File: config.mk
export PLATFORM = sky130hd
export DESIGN_NAME = instr_prefetch
export DESIGN_NICKNAME = d
export VERILOG_FILES = /design/src/rtl/instr_prefetch.sv
export SDC_FILE = /design/constraint.sdc
export NUM_CORES = 1
export LEC_CHECK = 0
export BUFFER_PORTS_ARGS = -buffer_cell sky130_fd_sc_hd__buf_2
export CAP_MARGIN = 5
export CORE_MARGIN = 5
export CORE_UTILIZATION = 58
export CTS_CLUSTER_SIZE = 24
export DETAILED_ROUTE_END_ITERATION = 6
export PLACE_DENSITY_LB_ADDON = 0.2
export SYNTH_ARGS = -nofsm -noshare
export SYNTH_HDL_FRONTEND = slang
export SYNTH_SLANG_ARGS = --single-unit
export TNS_END_PERCENT = 5
File: constraint.sdc
create_clock -name clk -period 2.9 [get_ports clk]
set_input_delay 0.145 -clock clk [delete_from_list [all_inputs] [get_ports clk]]
set_output_delay 0.145 -clock clk [all_outputs]
set_load 0.03 [all_outputs]
File: src/rtl/instr_prefetch.sv
// Instruction prefetch stage: sequential fetch from program memory into a small
// PC-tagged FIFO, valid/ready delivery to the core, flush-and-refetch on redirect.
module instr_prefetch #(
  parameter int unsigned       ADDR_W   = 16,
  parameter int unsigned       DATA_W   = 16,
  parameter int unsigned       DEPTH    = 4,
  parameter logic [ADDR_W-1:0] RESET_PC = '0
) (
  input  logic              clk,
  input  logic              rst,
  output logic              imem_req,
  output logic [ADDR_W-1:0] imem_addr,
  input  logic [DATA_W-1:0] imem_rdata,
  output logic              instr_valid,
  input  logic              instr_ready,
  output logic [DATA_W-1:0] instr_out,
  output logic [ADDR_W-1:0] instr_pc,
  input  logic              redirect,
  input  logic [ADDR_W-1:0] redirect_pc
);

  localparam int unsigned PTR_W = (DEPTH > 1) ? $clog2(DEPTH) : 1;
  localparam int unsigned CNT_W = PTR_W + 1;

  logic [DATA_W-1:0] data_q [DEPTH];
  logic [ADDR_W-1:0] tag_q  [DEPTH];

  logic [ADDR_W-1:0] fetch_pc_q, fetch_pc_d;
  logic [ADDR_W-1:0] pc_q, pc_d;
  logic              inflight_q, inflight_d;
  logic [CNT_W-1:0]  count_q, count_d;
  logic [PTR_W-1:0]  rd_ptr_q, rd_ptr_d;
  logic [PTR_W-1:0]  wr_ptr_q, wr_ptr_d;

  logic issue_c;
  logic push_c;
  logic pop_c;

  // Credit rule: buffered plus in-flight words never exceed the FIFO depth.
  always_comb begin
    issue_c = !rst && !redirect &&
              ((count_q + CNT_W'(inflight_q)) < CNT_W'(DEPTH));
    push_c  = inflight_q && !redirect;
    pop_c   = (count_q != '0) && instr_ready && !redirect;
  end

  assign imem_req    = issue_c;
  assign imem_addr   = fetch_pc_q;
  assign instr_valid = (count_q != '0);
  assign instr_out   = data_q[rd_ptr_q];
  assign instr_pc    = tag_q[rd_ptr_q];

  always_comb begin
    fetch_pc_d = fetch_pc_q;
    pc_d       = pc_q;
    inflight_d = inflight_q;
    count_d    = count_q;
    rd_ptr_d   = rd_ptr_q;
    wr_ptr_d   = wr_ptr_q;
    if (redirect) begin
      // Flush drops buffered words, the returning word and any same-cycle pop.
      fetch_pc_d = redirect_pc;
      inflight_d = 1'b0;
      count_d    = '0;
      rd_ptr_d   = '0;
      wr_ptr_d   = '0;
    end else begin
      inflight_d = issue_c;
      if (issue_c) begin
        fetch_pc_d = fetch_pc_q + ADDR_W'(1);
        pc_d       = fetch_pc_q;
      end
      if (push_c) wr_ptr_d = wr_ptr_q + PTR_W'(1);
      if (pop_c)  rd_ptr_d = rd_ptr_q + PTR_W'(1);
      case ({push_c, pop_c})
        2'b10:   count_d = count_q + CNT_W'(1);
        2'b01:   count_d = count_q - CNT_W'(1);
        default: count_d = count_q;
      endcase
    end
  end

  always_ff @(posedge clk) begin
    if (rst) begin
      fetch_pc_q <= RESET_PC;
      pc_q       <= '0;
      inflight_q <= 1'b0;
      count_q    <= '0;
      rd_ptr_q   <= '0;
      wr_ptr_q   <= '0;
      data_q     <= '{default: '0};
      tag_q      <= '{default: '0};
    end else begin
      fetch_pc_q <= fetch_pc_d;
      pc_q       <= pc_d;
      inflight_q <= inflight_d;
      count_q    <= count_d;
      rd_ptr_q   <= rd_ptr_d;
      wr_ptr_q   <= wr_ptr_d;
      if (push_c) begin
        data_q[wr_ptr_q] <= imem_rdata;
        tag_q[wr_ptr_q]  <= pc_q;
      end
    end
  end

endmodule
# Word level (Yosys, flattened, before mapping)
# Index checks and enable logic that the tools add are counted.
# totals
register_bits	168
wordCells	55
# op_classes
addsub	6
n_lt_le_gt_ge	4
eq_ne	2
n_mux	13
n_bitwise	3
reduce_logical	13
# ops
op	count
$bwmux W64	2
$mux W16	7
$bmux W16 S2	2
$demux W16 S2	1
$add A16 B1 Y16 const B	1
$ge A3 B3 Y1 const B	2
$logic_and A1 B1 Y1	6
$not A2 Y3	2
$pmux W3 S2	1
$add A2 B1 Y2 const B	2
$reduce_bool A2 Y1	2
$add A3 B1 Y3	1
$add A3 B1 Y3 const B	1
$lt A3 B1 Y1 const B	1
$lt A3 B3 Y1 const B	1
$reduce_bool A3 Y1	1
$sub A3 B1 Y3 const B	1
$eq A2 B1 Y1 const B	1
$eq A2 B2 Y1 const B	1
$logic_not A1 Y1	2
$reduce_and A2 Y1	1
$reduce_or A2 Y1	1
$not A1 Y1	1

# Longest topological paths before layout
# Gate-level depths: netlist of run 1.
# logic_depth
word_depth	6
ltp_mapped	10
mapped_depth_nobuf	8

# Worst setup path after synthesis of run 1
# Ideal clock, no wire load.
# synth_path
kind	register to register
from	reg count_q[2]
to	reg count_q[2]
t_arrival_ns	2.204
required_time_ns	2.830
path_slack_ns	0.627
stages_incl_launch_ff	9
cell_sequence	dfxtp_1 -> or3_1 -> and3_1 -> ha_1 -> inv_1 -> fa_1 -> xor2_1 -> or3_1 -> a21oi_1
# synth_between
elab_chain_cells	5
# synth_rtl
element	line_no	source
start: declaration	31	logic [CNT_W-1:0] count_q, count_d;
start signal: assignment	97	count_q <= count_d;
$reduce_bool A3 Y1 (*)	--	
named net instr_valid	14	output logic instr_valid,
$logic_and A1 B1 Y1 (*) (2 in a row)	44	pop_c = (count_q != '0) && instr_ready && !redirect;
named net pop_c	37	logic pop_c;
$eq A2 B1 Y1 / $eq A2 B2 Y1 (equally long branches)	75	case ({push_c, pop_c})
$pmux W3 S2 / $reduce_bool A2 Y1 (equally long branches)	--	
# Mark *: on every way through the listed nets, which the timed path passes. The rest lies on a longest branch.
# A chain may end at the register's enable or synchronous reset.

# Final worst setup path of run 1
# layout_path
from	reg count_q[2]
to	reg count_q[2]
# layout_between
elab_chain_cells	5
# layout_rtl
element	line_no
$reduce_bool A3 Y1 (*)	44
$logic_and A1 B1 Y1 (*) (2 in a row)	44
named net pop_c	37
$eq A2 B1 Y1 / $eq A2 B2 Y1 (equally long branches)	75
$pmux W3 S2 / $reduce_bool A2 Y1 (equally long branches)	--
# Marked as above.

==> results_dict.tcl, run 1 <==
set metrics [dict create \
    antenna_found_initial 0 \
    core_area_um2 12000 \
    ir_drop_mv 0.370 \
    hold_viol_final 0 \
    num_antenna_cells 0 \
    synth_xor_area_share_pct 2.50 \
    cp_top_family "simple AND/OR/NAND/NOR gates" \
    critPathSlowestCell "dfxtp_1" \
    synth-simple-area-share_pct 20.7 \
    final_cell_mix "nand2_1, dfxtp_1, a21oi_1" \
    max_freq_mhz 424 \
    synth.avg_cell_area_um2 8.56 \
    fin_skew_ns 0.00780 \
    grt_max_degree 161 \
    intPower_mw 3.88 \
    power_frac_comb_pct 5.9 \
    critical_path.max_stage_delay_ns 0.49 \
    ios 86 \
    critical_path_class "reg -> reg" \
    synth_seq_cells 168 \
    synth_nets 868 \
    rows 40 \
    synth_area_um2 7060 \
    power_frac_seq_pct 48.1 \
    slew_violations 0 \
    ant_nets 0 \
    setup_tns_ns 0 \
    p_sw_mw 1.10 \
    port_buffers 85 \
    dr.pass1.iters 5 \
    final_common_cell "nand2_1" \
    cts_buffers 17 \
    rsz0062_at_grt "no" \
    via_per_inst 5.72 \
    drive_gt1_share_pct 19.0 \
    leakage_nw 2.98 \
    worst_pin_slew_ns 0.741 \
    cp.required_ns 3.23 \
    cts_tree "done" \
    drt_drc_violations_left 0 \
    slew_headroom_pct 50.6 \
    setup_viol 0 \
    yosysSeqAreaShare_pct 47.6 \
    fin_crit_ns 2.36 \
    nets 940 \
    start_util_pct 59.0 \
    yosys.area.top_type "dfxtp_1" \
    wirelength_um 17700 \
    grt_overflow 0 \
    synthAdderAreaFrac_pct 1.35 \
    ys_warn_count 0 \
    vias 6044 \
    max_cap_viol_count 0 \
    cts_setup_buffers 0 \
    die_y_um 120 \
    area_growth_pct 17.9 \
    drt_iter0_drc 464 \
    path_cells "or3_1 > and3_1 > ha_1 > inv_1 > fa_1 > xor2_1 > or3_1 > a21oi_1" \
    cts_max_level 4 \
    dpl.hpwl_um 11200 \
    outcome "finished clean" \
    crit_arrival_ns 2.69 \
    synth_compound_area_share_pct 12.6 \
    synth_top_family_by_area "simple AND/OR/NAND/NOR gates" \
    cp_max_fo 5 \
    whs_ns 0.00369 \
    synthDominantCellAreaShare_pct 47.6 \
    syn_inst 825 \
    muxShareOfSynthArea_pct 10.6 \
    worst-path-buf-inv 1 \
    grt_pass1_wl_um 29000 \
    placed_cells 1010 \
    die_area_um2 14500 \
    grt_use_total_pct 24.9 \
    ctsHoldBuffers 13 \
    final.fill_count 930 \
    powerDensity_nw_per_um2 599 \
    layout.cells.non_filler 1057 \
    worstSetupEndpointType "register" \
    routedWlPerCell_um 16.8 \
    p_clk_share_pct 46.0 \
    synth_cell_types 44 \
    sw_frac_of_total_pct 22.2 \
    cts_buffer_depth 2 \
    root_buffer "clkbuf_16" \
    min_path_type "in -> reg" \
    clk_pin_slew_worst_paths_ns 0.06 \
    fin_crit_sh_pct 81.3 \
    clock_latency_ns 0.42 \
    die_x_um 120 \
    synthTopCellsByArea "dfxtp_1, nand2_1, mux4_2" \
    setup.worst_path.start_class "register" \
    cts_resized 0 \
    cts.sinks 168 \
    cpMostUsedCell "or3_1" \
    grt_pass1_vias 6108 \
    gp_congestion 0.843 \
]
metal layers:
| layer | global-route usage, % | vias up | routed length, um |
|---|---|---|---|
| li1 | - | 2909 | - |
| met1 | 30.4 | 2873 | 7370 |
| met2 | 42.6 | 225 | 8810 |
| met3 | 6.27 | 37 | 1170 |
| met4 | 9.49 | 0 | 394 |
| met5 | 0 | - | 0 |
synth_stat cells (all sizes together):
cell / count
a21oi: 132
nor3: 2
nand2b: 15
dfxtp: 168
ha: 6
or3: 3
mux2i: 3
inv: 11
mux4: 32
clkbuf: 37
xnor2: 7
nand2: 286
nor2: 25
nor2b: 1
xor2: 11
o311ai: 1
a221oi: 1
o32ai: 1
and3: 5
a41oi: 1
fa: 1
a22oi: 1
nand4: 9
a311oi: 1
a211oi: 10
nor4: 2
buf: 27
o21ai: 17
nand3: 3
and2: 4
or2: 1
a31oi: 1
logic make-up after synthesis:
group                      Yosys count
AOI/OAI and AO/OA                  166
xor gates and xnor gates            18
adders and majority gates            7
buffers and inverters               75
DFF                                168
muxes                               35
and+or+nand+nor                    356
through the flow:
stage	worst slack, ns	util (%)	total power, mW	cell area [um^2]
finish	0.541	69.6	4.99	8320
CTS	0.536	69.4	4.99	8300
floorplan	0.627	-	2.62	7060
detailed placement	0.565	63.2	2.72	7560
global placement	0.794	63.2	2.72	7560
global route	0.419	69.6	5.14	8320
cell type report:
class                   instances  area (um^2)  area share, %
flip-flops and latches        168         3370           40.4
multi-input cells             582         3370           40.5
clock inverters                 6         85.1           1.02
inverters                      11         41.3          0.496
clock buffers                  26          529           6.36
repair buffers                117          743           8.93
well taps                     147          184           2.21
registers in the layout (all words and copies together) (netlist names):
name / cells
wr_ptr_q: 2
imem_addr: 16
count_q: 3
inflight_q: 1
rd_ptr_q: 2
pc_q: 16
data_q: 64
tag_q: 64
worst reg2reg max path, cell delays in order, from the launching register on:
cell and delay (ns):
dfxtp_1 0.49, or3_1 0.18, and3_1 0.25, ha_1 0.22
inv_1 0.07, fa_1 0.39, xor2_1 0.17, or3_1 0.32
a21oi_1 0.19
power groups by stage:
| stage | logic (mW) | clock network [mW] | registers, mW |
|---|---|---|---|
| after floorplan | 0.158 | 0 | 2.46 |
| after global placement | 0.269 | 0 | 2.45 |
| after detailed placement | 0.276 | 0 | 2.45 |
| after CTS | 0.291 | 2.31 | 2.40 |
| after global routing | 0.318 | 2.42 | 2.40 |
| final | 0.293 | 2.29 | 2.40 |
path summary, 6_finish.rpt:
path	startpoint	to	slack [ns]	depth (start not counted)
worst min register to register	tag_q[59]	tag_q[59]	0.45	2
worst min-delay path	redirect_pc[15]	imem_addr[15]	0.004	3
worst max register to register	count_q[2]	count_q[2]	0.54	8
worst max-delay path	count_q[2]	count_q[2]	0.54	8
(Power assumes the default switching activity.)
==> run 2: changes to the inputs <==
ABC_AREA = 1   (was not set)
CORE_UTILIZATION = 53   (was 58)
clock period = 2 ns   (was 2.9 ns; I/O delays follow)
==> run 2 against run 1 <==
Synthesized area rose by 7.4%. Sequential share of layout area down 2.7 points. First-iteration DRC count increased by 71%. Highest routed layer is now met5. Core utilization is 5.6 points lower. Register-to-register slack got worse by 0.48 ns. Fmax up 22%. Combinational power grew 96%. Synthesized cell count increased by 28%.
==> results_dict.tcl, run 2 <==
set metrics [dict create \
    worstSetupEndpointType "register" \
    layout_setup_ws_ns 0.0618 \
    ios 86 \
    antenna_found_initial 1 \
    async_flop_share_pct 0 \
    dr.pass1.iters 6 \
    max_cap_viol_count 0 \
    cp.required_ns 2.31 \
    p_total_mw 7.08 \
    synth_common_cells "nand2_1, nand3_1, dfxtp_1, a21oi_1, o21ai_0" \
    synth.avg_cell_area_um2 7.16 \
    grt-busiest-layer "met2" \
    hold_viol_final 0 \
    grtUsageMet2_pct 41.9 \
    leakage_nw 3.43 \
    intPower_mw 5.34 \
    syn_inst 1059 \
    clock_latency_ns 0.43 \
    critical_path.max_stage_delay_ns 0.42 \
    root_buffer "clkbuf_16" \
    port_buffers 85 \
    slew_headroom_pct 68.1 \
    fin_crit_ns 1.94 \
    grt_use_total_pct 25.9 \
    yosys.area.top_type "dfxtp_1" \
    grt_overflow 0 \
    nets 1173 \
    fin_crit_sh_pct 96.9 \
    power_frac_seq_pct 49.0 \
    grt_pass1_vias 6974 \
    cts_buffers 17 \
    wirelength_um 21400 \
    via_per_inst 5.73 \
    synth_nets 1102 \
    cts_max_level 4 \
    synth_seq_cells 168 \
    drive_gt1_share_pct 14.0 \
    rsz0062_at_grt "yes" \
    setup_viol 0 \
    synthTopCellsByArea "dfxtp_1, nand3_1, nand2_1" \
    core_area_um2 13900 \
    reg2reg_from "count_q[0]" \
    cp-startpoint "count_q[0]" \
    powerDensity_nw_per_um2 795 \
    final_common_cell "nand2_1" \
    largestRegisters "data_q: 64 flops, tag_q: 64 flops" \
    synth_area_um2 7580 \
    p_clk_share_pct 42.9 \
    pre_cts_slack_ns 0.0577 \
    synthDominantCellAreaShare_pct 44.3 \
    num_antenna_cells 0 \
    yosysSeqAreaShare_pct 44.3 \
    die_x_um 130 \
    min_path_type "in -> reg" \
    drt_drc_violations_left 0 \
    final_cell_mix "nand2_1, nand3_1, dfxtp_1" \
    drt_iter0_drc 793 \
    grt_pass1_wl_um 35100 \
    outcome "finished clean" \
    ys_warn_count 0 \
    ant_nets 0 \
    hp-start "redirect_pc[12]" \
    met1_usage_pct 34.6 \
    clk_pin_slew_worst_paths_ns 0.06 \
    gp_congestion 0.841 \
    die_y_um 130 \
    setup.worst_path.start_class "register" \
    synth-edff-count 0 \
    cp_max_fo 4 \
    die_area_um2 16800 \
    path_cells "inv_2 > nand3_2 > nand2_2 > nor2_4 > ha_2 > inv_2 > fa_2 > a21oi_2 > o21ai_2 > o21ai_1 > a21oi_1" \
    max_freq_mhz 516 \
    ir_drop_mv 0.577 \
    sw_frac_of_total_pct 24.6 \
    slew_violations 0 \
    critical_path_class "reg -> reg" \
    synth_cell_types 27 \
    cts_setup_buffers 0 \
    routedWlPerCell_um 16.2 \
    cts_buffer_depth 2 \
    area_growth_pct 17.5 \
    fin_skew_ns 0.00912 \
    rows 43 \
    cpMostUsedCell "inv_2" \
    worst_pin_slew_ns 0.479 \
    vias 7570 \
    grt_max_degree 103 \
    start_util_pct 54.4 \
    crit_arrival_ns 2.25 \
    p_sw_mw 1.75 \
    grt_use_met3_pct 5.52 \
    dpl.hpwl_um 12600 \
    power_frac_comb_pct 8.1 \
    critPathSlowestCell "fa_2" \
    cts.sinks 168 \
    cts_tree "done" \
    synthFlopType "dfxtp_1" \
    synth_most_common_cell "nand2_1" \
]
## run 2: cell count changes after synthesis, sizes merged, moves of 10 or more
cell,change
inv,+32
buf,+19
nand2b,-15
a21oi,+17
mux4,-32
o22ai,+32
nand2,-79
o21ai,+69
xor2,-10
nor2,+60
nand3,+176
a211oi,-10
## run 2: stage by stage
stage	setup TNS (ns)	hold WS [ns]	instance area [um^2]	utilization [%]	std cells
after global routing	-0.0133	0.0510	8910	64.0	1320
after global placement	0	0.380	8060	57.8	1263
final	0	0.0260	8910	64.0	1320
after CTS	0	0.00663	8880	63.7	1320
after floorplan	0	0.264	7590	-	1059
after detailed placement	0	0.380	8060	57.8	1263
## run 2: final timing paths
kind / slack (ns) / to / depth (start not counted)
setup reg to reg: 0.06 / count_q[2] / 11
hold / removal: 0.03 / imem_addr[12] / 5
setup / recovery: 0.06 / count_q[2] / 11
hold reg to reg: 0.46 / data_q[38] / 2
## run 2: area by class of cell
type	count	area [um^2]
well taps	180	225
repair buffers	140	990
clock buffers	20	457
clock inverters	9	78.8
fillers	1244	5020
multi-input cells	758	3620
inverters	45	176
flip-flops and latches	168	3370
## run 2: timing repair
item	CTS	global route
hold buffers	28	0
pin swaps	0	5
endpoints found under the setup margin	1	12
gates resized for setup	3	15
hold endpoints to repair	74	0
## run 2: kinds of logic after synthesis
family	after synthesis	synth area share (%)
AO/OA/AOI/OAI	273	18.7
XOR/XNOR	3	0.347
adder cells (fa/ha/maj)	7	1.25
buffers and inverters	133	8.30
flip-flops	168	44.3
AND/OR/NAND/NOR	475	27.0
## run 2: metal layers
metal	wire length [um]	share of wire (%)
met2	9940	46
met3	1830	8.5
met1	9230	43
met4	401	1.9
met5	13	0.061
## run 2: worst max-delay path, delay by kind of cell, from the launching register on
kind                     cells  cell delay (ns)
flip-flops                   1             0.34
buffers and inverters        2             0.12
AO/OA/AOI/OAI                4             0.48
AND/OR/NAND/NOR              3             0.28
adder cells (fa/ha/maj)      2             0.60
## run 2: power groups by stage
stage,registers [mW],logic [mW],clock network (mW)
after floorplan,3.56,0.327,0
after global placement,3.54,0.520,0
after detailed placement,3.54,0.523,0
after CTS,3.47,0.567,3.09
after global routing,3.48,0.626,3.25
final,3.47,0.575,3.04
==> run 3: changes to the inputs <==
CAP_MARGIN = 0   (was 5)
CORE_UTILIZATION = 58   (was 53)
clock period = 1.8 ns   (was 2 ns; I/O delays follow)
==> run 3 against run 2 <==
Global-route usage is 1.4 points higher. Critical path depth decreased by 4. Via count grew 2.0%. Total power up 18%. Sequential cell count is the same. Sequential share of layout area down 0.93 points. Hold slack better by 0.012 ns. Clock skew decreased by 0.0033 ns. Setup slack worse by 0.011 ns. Final cell count grew 0.76%. Critical path type is now reg -> out. Largest cell class unchanged. Largest power group unchanged. Highest routed layer is now met4.
==> results_dict.tcl, run 3 (synthesis gave the netlist of run 2 again) <==
set metrics [dict create \
    outcome "finished clean" \
    rsz0062_at_grt "yes" \
    clock_latency_ns 0.43 \
    ios 86 \
    core_area_um2 12700 \
    dpl.hpwl_um 13200 \
    drt_drc_violations_left 0 \
    cts_max_level 4 \
    hold_viol_final 0 \
    max_cap_viol_count 0 \
    critical_path_class "reg -> out" \
    r2r_setup_slack_ns 0.06 \
    clk_pin_slew_worst_paths_ns 0.06 \
    min_path_type "in -> reg" \
    grt_overflow 0 \
    setup_viol 0 \
    rr_worst_depth 11 \
    port_buffers 85 \
    drt_iter0_drc 972 \
    cp_max_fo 21 \
    reg2reg_from "count_q[1]" \
    vias 7720 \
    max_freq_mhz 572 \
    worstSetupEndpoint "imem_req" \
    cts_tree "done" \
    powerDensity_nw_per_um2 913 \
    pre_cts_slack_ns 0.0436 \
    grt_use_total_pct 27.3 \
    root_buffer "clkbuf_16" \
    cts_buffer_depth 2 \
    rows 41 \
    dr.pass1.iters 5 \
    grt_max_degree 117 \
    layout_setup_ws_ns 0.0505 \
    final_common_cell "nand2_1" \
    fin_crit_ns 1.75 \
    whs_ns 0.0375 \
    area_growth_pct 20.4 \
    routedWlPerCell_um 16.3 \
    nets 1189 \
    largestRegisters "data_q: 64 flops, tag_q: 64 flops" \
    setup_tns_ns 0 \
    grt_pass1_wl_um 35500 \
    cp-startpoint "count_q[1]" \
    die_y_um 124 \
    cts.sinks 168 \
    ant_nets 0 \
    drive_gt1_share_pct 14.9 \
    antenna_found_initial 0 \
    grt_pass1_vias 7135 \
    fin_skew_ns 0.00580 \
    cts_buffers 17 \
    worst_pin_slew_ns 0.595 \
    die_x_um 124 \
    start_util_pct 59.6 \
    final_cell_mix "nand2_1, nand3_1, dfxtp_1" \
    num_antenna_cells 0 \
    fin_util_pct 71.8 \
    ir_drop_mv 0.881 \
    cts_setup_buffers 0 \
    timing.rr.end "count_q[2]" \
    setup.worst_path.start_class "register" \
    worstSetupEndpointType "primary output" \
    gp_congestion 0.813 \
    cp.required_ns 1.71 \
    wirelength_um 21700 \
    slew_violations 0 \
    crit_arrival_ns 1.66 \
    slew_headroom_pct 60.1 \
    via_per_inst 5.80 \
    fin_crit_sh_pct 97.2 \
    die_area_um2 15500 \
    p_total_mw 8.34 \
    leakage_nw 3.56 \
]
-- run 3: cell types whose count changed in the layout (fill, tap and decap cells not counted), sizes merged --
cell         before  now
buf             112  126
clkbuf           20   25
clkinv            7    3
inv              42   44
dlygate4sd3      28   29
clkinvlp          4    2
bufinv            1    3
-- run 3: what timing repair did --
item	CTS	global route
hold endpoints to repair	77	0
hold buffers	29	0
gates resized for setup	3	20
setup endpoints to repair	3	73
pin swaps	0	1
-- run 3: metrics by stage --
step | instances | cell area [um^2]
floorplan | 1059 | 7600
global placement | 1270 | 8150
detailed placement | 1270 | 8150
CTS | 1330 | 9070
global route | 1330 | 9130
finish | 1330 | 9130
-- run 3: how the worst min path moves through the flow --
stage                   startpoint      endpoint  slack, ns  depth (start not counted)
global route                   rst   wr_ptr_q[0]       0.05                          4
detailed placement  redirect_pc[0]  imem_addr[0]       0.38                          3
floorplan           imem_rdata[10]    data_q[10]       0.25                          2
global placement    redirect_pc[0]  imem_addr[0]       0.37                          3
CTS                 redirect_pc[4]  imem_addr[4]       0.02                          4
finish              redirect_pc[1]  imem_addr[1]       0.04                          4
-- run 3: where the power goes --
group,switching [mW],leakage (nW),internal [mW]
Clock,1.46,0.298,2.36
Combinational,0.433,1.90,0.228
Sequential,0.0744,1.36,3.78
Total,1.97,3.56,6.36
-- run 3: critical path, cell delays in order (launching register included) --
cell     delay (ns)
dfxtp_1        0.37
buf_4          0.14
nand3_1        0.08
nand2_1        0.11
nand3_4        0.11
inv_2          0.09
buf_12         0.15
buf_4          0.17
-- run 3: layer usage --
layer	vias to the layer above	routed length [um]	global-route usage, %
met2	322	10200	44.1
met4	0	569	10.8
met1	3597	9370	35.7
met3	47	1550	5.75
met5	-	0	0
li1	3754	-	-
-- run 3: layout make-up --
class / count / area, um^2
Inverter: 45 / 169
Tap cell: 172 / 215
Multi-Input combinational cell: 758 / 3630
Sequential cell: 168 / 3360
Timing Repair Buffer: 156 / 1130
Clock buffer: 24 / 502
Fill cell: 1067 / 3590
Clock inverter: 7 / 115
